[src/rtl/vt_deletion_decoder_seq.sv]
// Sequential VT_a(n) single-deletion decoder: accumulates weight and checksum,
// derives the inserted bit and its position, then rebuilds the codeword.
module vt_deletion_decoder_seq #(
  parameter int MAX_N = 17,
  parameter int CW    = $clog2(MAX_N + 2)
) (
  input  logic             clk,
  input  logic             rst_n,
  input  logic             in_valid,
  output logic             in_ready,
  input  logic [MAX_N-1:0] received,
  input  logic [CW-1:0]    n,
  input  logic [CW-1:0]    a,
  output logic             out_valid,
  input  logic             out_ready,
  output logic [MAX_N-1:0] out,
  output logic             err
);

  typedef enum logic [2:0] {IDLE, ACCUM, CALC, SCAN, BUILD, DONE} state_t;

  localparam logic [CW-1:0] ONE  = CW'(1);
  localparam logic [CW-1:0] TWO  = CW'(2);
  localparam logic [CW-1:0] NMAX = CW'(MAX_N);

  state_t           state_q, state_d;
  logic [MAX_N-1:0] rcv_q, rcv_d;
  logic [MAX_N-1:0] out_q, out_d;
  logic [CW-1:0]    n_q, n_d;
  logic [CW-1:0]    a_q, a_d;
  logic [CW-1:0]    idx_q, idx_d;
  logic [CW-1:0]    s_q, s_d;
  logic [CW-1:0]    w_q, w_d;
  logic [CW-1:0]    t_q, t_d;
  logic [CW-1:0]    k_q, k_d;
  logic [CW-1:0]    cnt_q, cnt_d;
  logic             b_q, b_d;
  logic             found_q, found_d;
  logic             err_q, err_d;
  logic             valid_q, valid_d;

  logic [CW-1:0]    n_m1, np1, idx_m1, pos, pos_m1, d_val, cnt_inc, k_hit;
  logic             y_acc, y_scan, params_bad;
  logic [MAX_N-1:0] x_build;

  assign n_m1    = n_q - ONE;
  assign np1     = n_q + ONE;
  assign idx_m1  = idx_q - ONE;
  assign y_acc   = rcv_q[idx_m1];

  // b=0 sweeps right-to-left counting ones; b=1 sweeps left-to-right counting zeros
  assign pos     = b_q ? idx_q : (n_q - idx_q);
  assign pos_m1  = pos - ONE;
  assign y_scan  = rcv_q[pos_m1];
  assign cnt_inc = cnt_q + {{(CW-1){1'b0}}, (b_q ? ~y_scan : y_scan)};
  assign k_hit   = b_q ? (pos + ONE) : pos;

  // (a - s) mod (n+1); the true result fits in CW bits so wraparound is exact
  assign d_val   = a_q - s_q + ((a_q >= s_q) ? '0 : np1);

  assign params_bad = (n < TWO) || (n > NMAX) || (a > n);

  genvar gi;
  generate
    for (gi = 0; gi < MAX_N; gi++) begin : g_build
      localparam logic [CW-1:0] J = CW'(gi + 1);
      if (gi == 0) begin : g_first
        assign x_build[gi] = (J > n_q) ? 1'b0 :
                             (J < k_q) ? rcv_q[gi] : b_q;
      end else begin : g_rest
        assign x_build[gi] = (J > n_q)  ? 1'b0      :
                             (J < k_q)  ? rcv_q[gi] :
                             (J == k_q) ? b_q       : rcv_q[gi-1];
      end
    end
  endgenerate

  always_comb begin
    state_d = state_q;
    rcv_d   = rcv_q;
    out_d   = out_q;
    n_d     = n_q;
    a_d     = a_q;
    idx_d   = idx_q;
    s_d     = s_q;
    w_d     = w_q;
    t_d     = t_q;
    k_d     = k_q;
    cnt_d   = cnt_q;
    b_d     = b_q;
    found_d = found_q;
    err_d   = err_q;
    valid_d = 1'b0;
    case (state_q)
      IDLE: begin
        if (in_valid) begin
          rcv_d = received;
          n_d   = n;
          a_d   = a;
          idx_d = ONE;
          s_d   = '0;
          w_d   = '0;
          if (params_bad) begin
            state_d = DONE;
            err_d   = 1'b1;
            out_d   = '0;
          end else begin
            state_d = ACCUM;
            err_d   = 1'b0;
          end
        end
      end
      ACCUM: begin
        if (y_acc) begin
          w_d = w_q + ONE;
          // s + idx >= n+1  <=>  idx > n - s, avoiding a wider adder
          s_d = (idx_q > (n_q - s_q)) ? (s_q + idx_q - np1) : (s_q + idx_q);
        end
        idx_d = idx_q + ONE;
        if (idx_q == n_m1) state_d = CALC;
      end
      CALC: begin
        if (d_val <= w_q) begin
          b_d     = 1'b0;
          t_d     = d_val;
          k_d     = n_q;
          found_d = (d_val == '0);
        end else begin
          b_d     = 1'b1;
          t_d     = d_val - w_q - ONE;
          k_d     = ONE;
          found_d = ((d_val - w_q - ONE) == '0);
        end
        idx_d   = ONE;
        cnt_d   = '0;
        state_d = SCAN;
      end
      SCAN: begin
        cnt_d = cnt_inc;
        if (!found_q && (cnt_inc == t_q)) begin
          k_d     = k_hit;
          found_d = 1'b1;
        end
        idx_d = idx_q + ONE;
        if (idx_q == n_m1) state_d = BUILD;
      end
      BUILD: begin
        out_d   = x_build;
        state_d = DONE;
      end
      DONE: begin
        valid_d = 1'b1;
        if (valid_q && out_ready) begin
          valid_d = 1'b0;
          state_d = IDLE;
        end
      end
      default: state_d = IDLE;
    endcase
  end

  always_ff @(posedge clk or negedge rst_n) begin
    if (!rst_n) begin
      state_q <= IDLE;
      rcv_q   <= '0;
      out_q   <= '0;
      n_q     <= '0;
      a_q     <= '0;
      idx_q   <= '0;
      s_q     <= '0;
      w_q     <= '0;
      t_q     <= '0;
      k_q     <= '0;
      cnt_q   <= '0;
      b_q     <= 1'b0;
      found_q <= 1'b0;
      err_q   <= 1'b0;
      valid_q <= 1'b0;
    end else begin
      state_q <= state_d;
      rcv_q   <= rcv_d;
      out_q   <= out_d;
      n_q     <= n_d;
      a_q     <= a_d;
      idx_q   <= idx_d;
      s_q     <= s_d;
      w_q     <= w_d;
      t_q     <= t_d;
      k_q     <= k_d;
      cnt_q   <= cnt_d;
      b_q     <= b_d;
      found_q <= found_d;
      err_q   <= err_d;
      valid_q <= valid_d;
    end
  end

  assign in_ready  = (state_q == IDLE);
  assign out_valid = valid_q;
  assign out       = out_q;
  assign err       = err_q;

endmodule

[config.mk]
export PLATFORM = sky130hd
export DESIGN_NAME = vt_deletion_decoder_seq
export DESIGN_NICKNAME = d
export VERILOG_FILES = /design/src/rtl/vt_deletion_decoder_seq.sv
export SDC_FILE = /design/constraint.sdc
export NUM_CORES = 1
export LEC_CHECK = 0
export CORE_MARGIN = 2
export CORE_UTILIZATION = 60
export DETAILED_ROUTE_END_ITERATION = 8
export GPL_TIMING_DRIVEN = 1
export PLACE_DENSITY = 0.81
export SETUP_SLACK_MARGIN = 0.4
export SLEW_MARGIN = 20
export SYNTH_ARGS = -nofsm -noshare
export SYNTH_HDL_FRONTEND = slang
export SYNTH_SLANG_ARGS = --single-unit
[constraint.sdc]
create_clock -name clk -period 6.1 [get_ports clk]
set_input_delay 1.525 -clock clk [delete_from_list [all_inputs] [get_ports clk]]
set_output_delay 1.525 -clock clk [all_outputs]
set_load 0.005 [all_outputs]
==> flow_metrics.env <==
export IMPL_clkTransAtPathRegs_ns=0.09
export IMPL_setup_tns_ns=0
export IMPL_design_area_sq_mm=0.007266
export IMPL_totalWireLength_um=17250
export IMPL_critPathRequiredTime_ns=6.37
export IMPL_placed_area_sq_mm=0.007081
export IMPL_arrival_ns=5.56
export IMPL_yosys_area_top_type_share_pct=31.02
export IMPL_cp_top_family="adder cells"
export IMPL_cpPeakStageDelay_ns=0.54
export IMPL_synth_top_cell_by_area="dfrtp_1"
export IMPL_fin_crit_ns=5.296
export IMPL_relSlewSlack_pct=48.76
export IMPL_worst_setup_path_end_kind="flop"
export IMPL_worst_pin_slew_ns=0.7616
export IMPL_grt_max_degree=82
export IMPL_cts_tree="built"
export IMPL_max_clock_path_buffers=2
export IMPL_outcome="complete, no violations"
export IMPL_overflow=0
export IMPL_critical_path_class="reg -> reg"
export IMPL_mostFrequentLayoutCells="81 x dfrtp_1, 59 x nand2_1, 53 x ha_1"
export IMPL_synth_ff_type="dfrtp_1"
export IMPL_ys_async_sr_fraction_pct=100.0
export IMPL_synth_area_sq_mm=0.006534
export IMPL_vias=5705
export IMPL_slew_viol_final=0
export IMPL_grt_pass1_wl_um=27670
export IMPL_grt_use_total_pct=30.72
export IMPL_port_buffers=50
export IMPL_drt_pass1_iter_count=5
export IMPL_ys_seq_area_share_pct=31.02
export IMPL_hold_worst_slack_ns=0.4817
export IMPL_place_congestion=0.9594
export IMPL_cts_setup_buffers=0
export IMPL_initial_core_util_pct=60.81
export IMPL_startpoint_type="flop"
export IMPL_hold_violations=0
export IMPL_netlist_instances=720
export IMPL_synth_cell_types=64
export IMPL_io_pins=51
export IMPL_synthTopCellsByArea="dfrtp_1 31%, ha_1 10%, mux2_2 4.3%"
export IMPL_ys_ff_latch=81
export IMPL_area_delta_synth_final_pct=11.20
export IMPL_setup_viol=0
export IMPL_fin_util_pct=67.62
export IMPL_antenna_found_initial=0
export IMPL_final_common_cell="dfrtp_1"
export IMPL_die_w_um=108.4
export IMPL_worstSkewPairLatency_ns=0.37
export IMPL_numCtsBuffers=9
export IMPL_fin_worst_skew_ns=0.008647
export IMPL_period_share_pct=86.83
export IMPL_fp_dieArea_sq_mm=0.01174
export IMPL_n_antenna_cell=0
export IMPL_hold_path_class="reg -> reg"
export IMPL_hold_buffers=0
export IMPL_dp_hpwl_um=12570
export IMPL_cts_sinks=81
export IMPL_coreArea_sq_mm=0.01075
export IMPL_antenna_left=0
export IMPL_syn_num_nets=813
export IMPL_ys_warnings_count=0
export IMPL_grt_setup_unrepaired="no"
export IMPL_drtIter0Drc=498
export IMPL_drt_wirelength_per_cell_um=19.40
export IMPL_cp_num_buf_inv=2
export IMPL_crit_fanout=10
export IMPL_drc=0
export IMPL_cpMostUsedCell="ha_1"
export IMPL_crit_chain="inv_1, ha_1, fa_1, nor2_1, a21oi_1, ha_1, mux4_2, mux2i_1, mux2_2, mux2_2, nand3_1, ha_1, ha_1, nand3_1, xor2_1, xor2_1, a41oi_1, buf_4, mux2_2"
export IMPL_critical_path_slowest_cell="mux4_2"
export IMPL_syn_avg_cell_area_sq_um=9.075
export IMPL_fillCellCount=876
export IMPL_grt_pass1_vias=5474
export IMPL_drv_cap=0
export IMPL_drive_gt1_share_pct=8.411
export IMPL_nets=838
export IMPL_cts_resized=0
export IMPL_fmax_mhz=188.8
export IMPL_die_h_um=108.4
export IMPL_cts_root_buffer="clkbuf_8"
export IMPL_core_rowCount=38
export IMPL_viasPerCell=6.417
export IMPL_synth_edf_count=0
export IMPL_htree_levels=3
[flip-flops by register name, summed over array words and instances (netlist names)]
| name | flops |
|---|---|
| a_q | 5 |
| b_q | 1 |
| cnt_q | 5 |
| err | 1 |
| found_q | 1 |
| idx_q | 5 |
| k_q | 5 |
| n_q | 5 |
| out | 17 |
| out_valid | 1 |
| rcv_q | 17 |
| s_q | 5 |
| state_q | 3 |
| t_q | 5 |
| w_q | 5 |
[metal layers]
layer	global-route usage [%]	up-vias	share of wire [%]
li1	-	2635	-
met1	41.08	2762	42
met2	50.72	270	48
met3	5.847	38	8.7
met4	9.341	0	1.9
met5	0	-	0
[stage by stage]
| step | instances | worst slack [ns] |
|---|---|---|
| final | 889 | 0.8036 |
| after global routing | 889 | 0.4588 |
| after CTS | 889 | 0.8392 |
| after detailed placement | 874 | 0.8767 |
| after global placement | 874 | 1.043 |
| after floorplan | 720 | 0.8786 |
[Yosys cell counts, drive strengths merged (4+ instances only)]
cell	number
dfrtp	81
nand2	59
ha	53
inv	52
nor2	47
a21oi	44
o21ai	43
clkbuf	33
xnor2	30
mux2	29
mux2i	21
a21o	18
xor2	18
nand3	16
nor3	13
o2bb2ai	11
nand2b	10
buf	9
fa	9
a22o	8
mux4	7
nand4	7
nor2b	7
o211ai	7
o21a	7
a31oi	6
and2	6
and3	5
o221ai	5
or3	5
a32o	4
nor4	4
[cell families (layout without fill, tap and decap cells)]
group                    count (synthesis)  in the layout  share of synthesized area, %
flip-flops                              81             81                         31.02
AO/OA/AOI/OAI                          189            189                         19.51
multiplexers                            57             57                         10.86
XOR/XNOR                                48             48                         6.434
adder cells (fa/ha/maj)                 62             62                         12.91
AND/OR/NAND/NOR                        189            189                         13.65
buffers and inverters                   94            123                         5.611
[cell type report]
| class | instances | area, sq um | share of cell area (%) |
|---|---|---|---|
| clock inverters | 2 | 12.51 | 0.1722 |
| flip-flops and latches | 81 | 2027 | 27.90 |
| inverters | 52 | 195.2 | 2.686 |
| clock buffers | 13 | 168.9 | 2.325 |
| repair buffers | 56 | 546.8 | 7.525 |
| well taps | 140 | 175.2 | 2.411 |
| multi-input cells | 545 | 4140 | 56.98 |
[final timing paths]
path	startpoint	to	slack (ns)	depth (start not counted)
hold / removal	out[10]$_DFFE_PN0P_	out[10]$_DFFE_PN0P_	0.48	1
setup / recovery	n_q[0]$_DFFE_PN0P_	k_q[1]$_DFFE_PN0P_	0.80	19
setup reg to reg	n_q[0]$_DFFE_PN0P_	k_q[1]$_DFFE_PN0P_	0.80	19
min in group asynchronous	rst_n	a_q[4]$_DFFE_PN0P_	1.19	1
max in group asynchronous	rst_n	cnt_q[1]$_DFFE_PN0P_	4.39	1
hold reg to reg	out[10]$_DFFE_PN0P_	out[10]$_DFFE_PN0P_	0.48	1
Power is not shown: default switching activity piles up to over one toggle a cycle in this logic, so the estimate is an artifact.
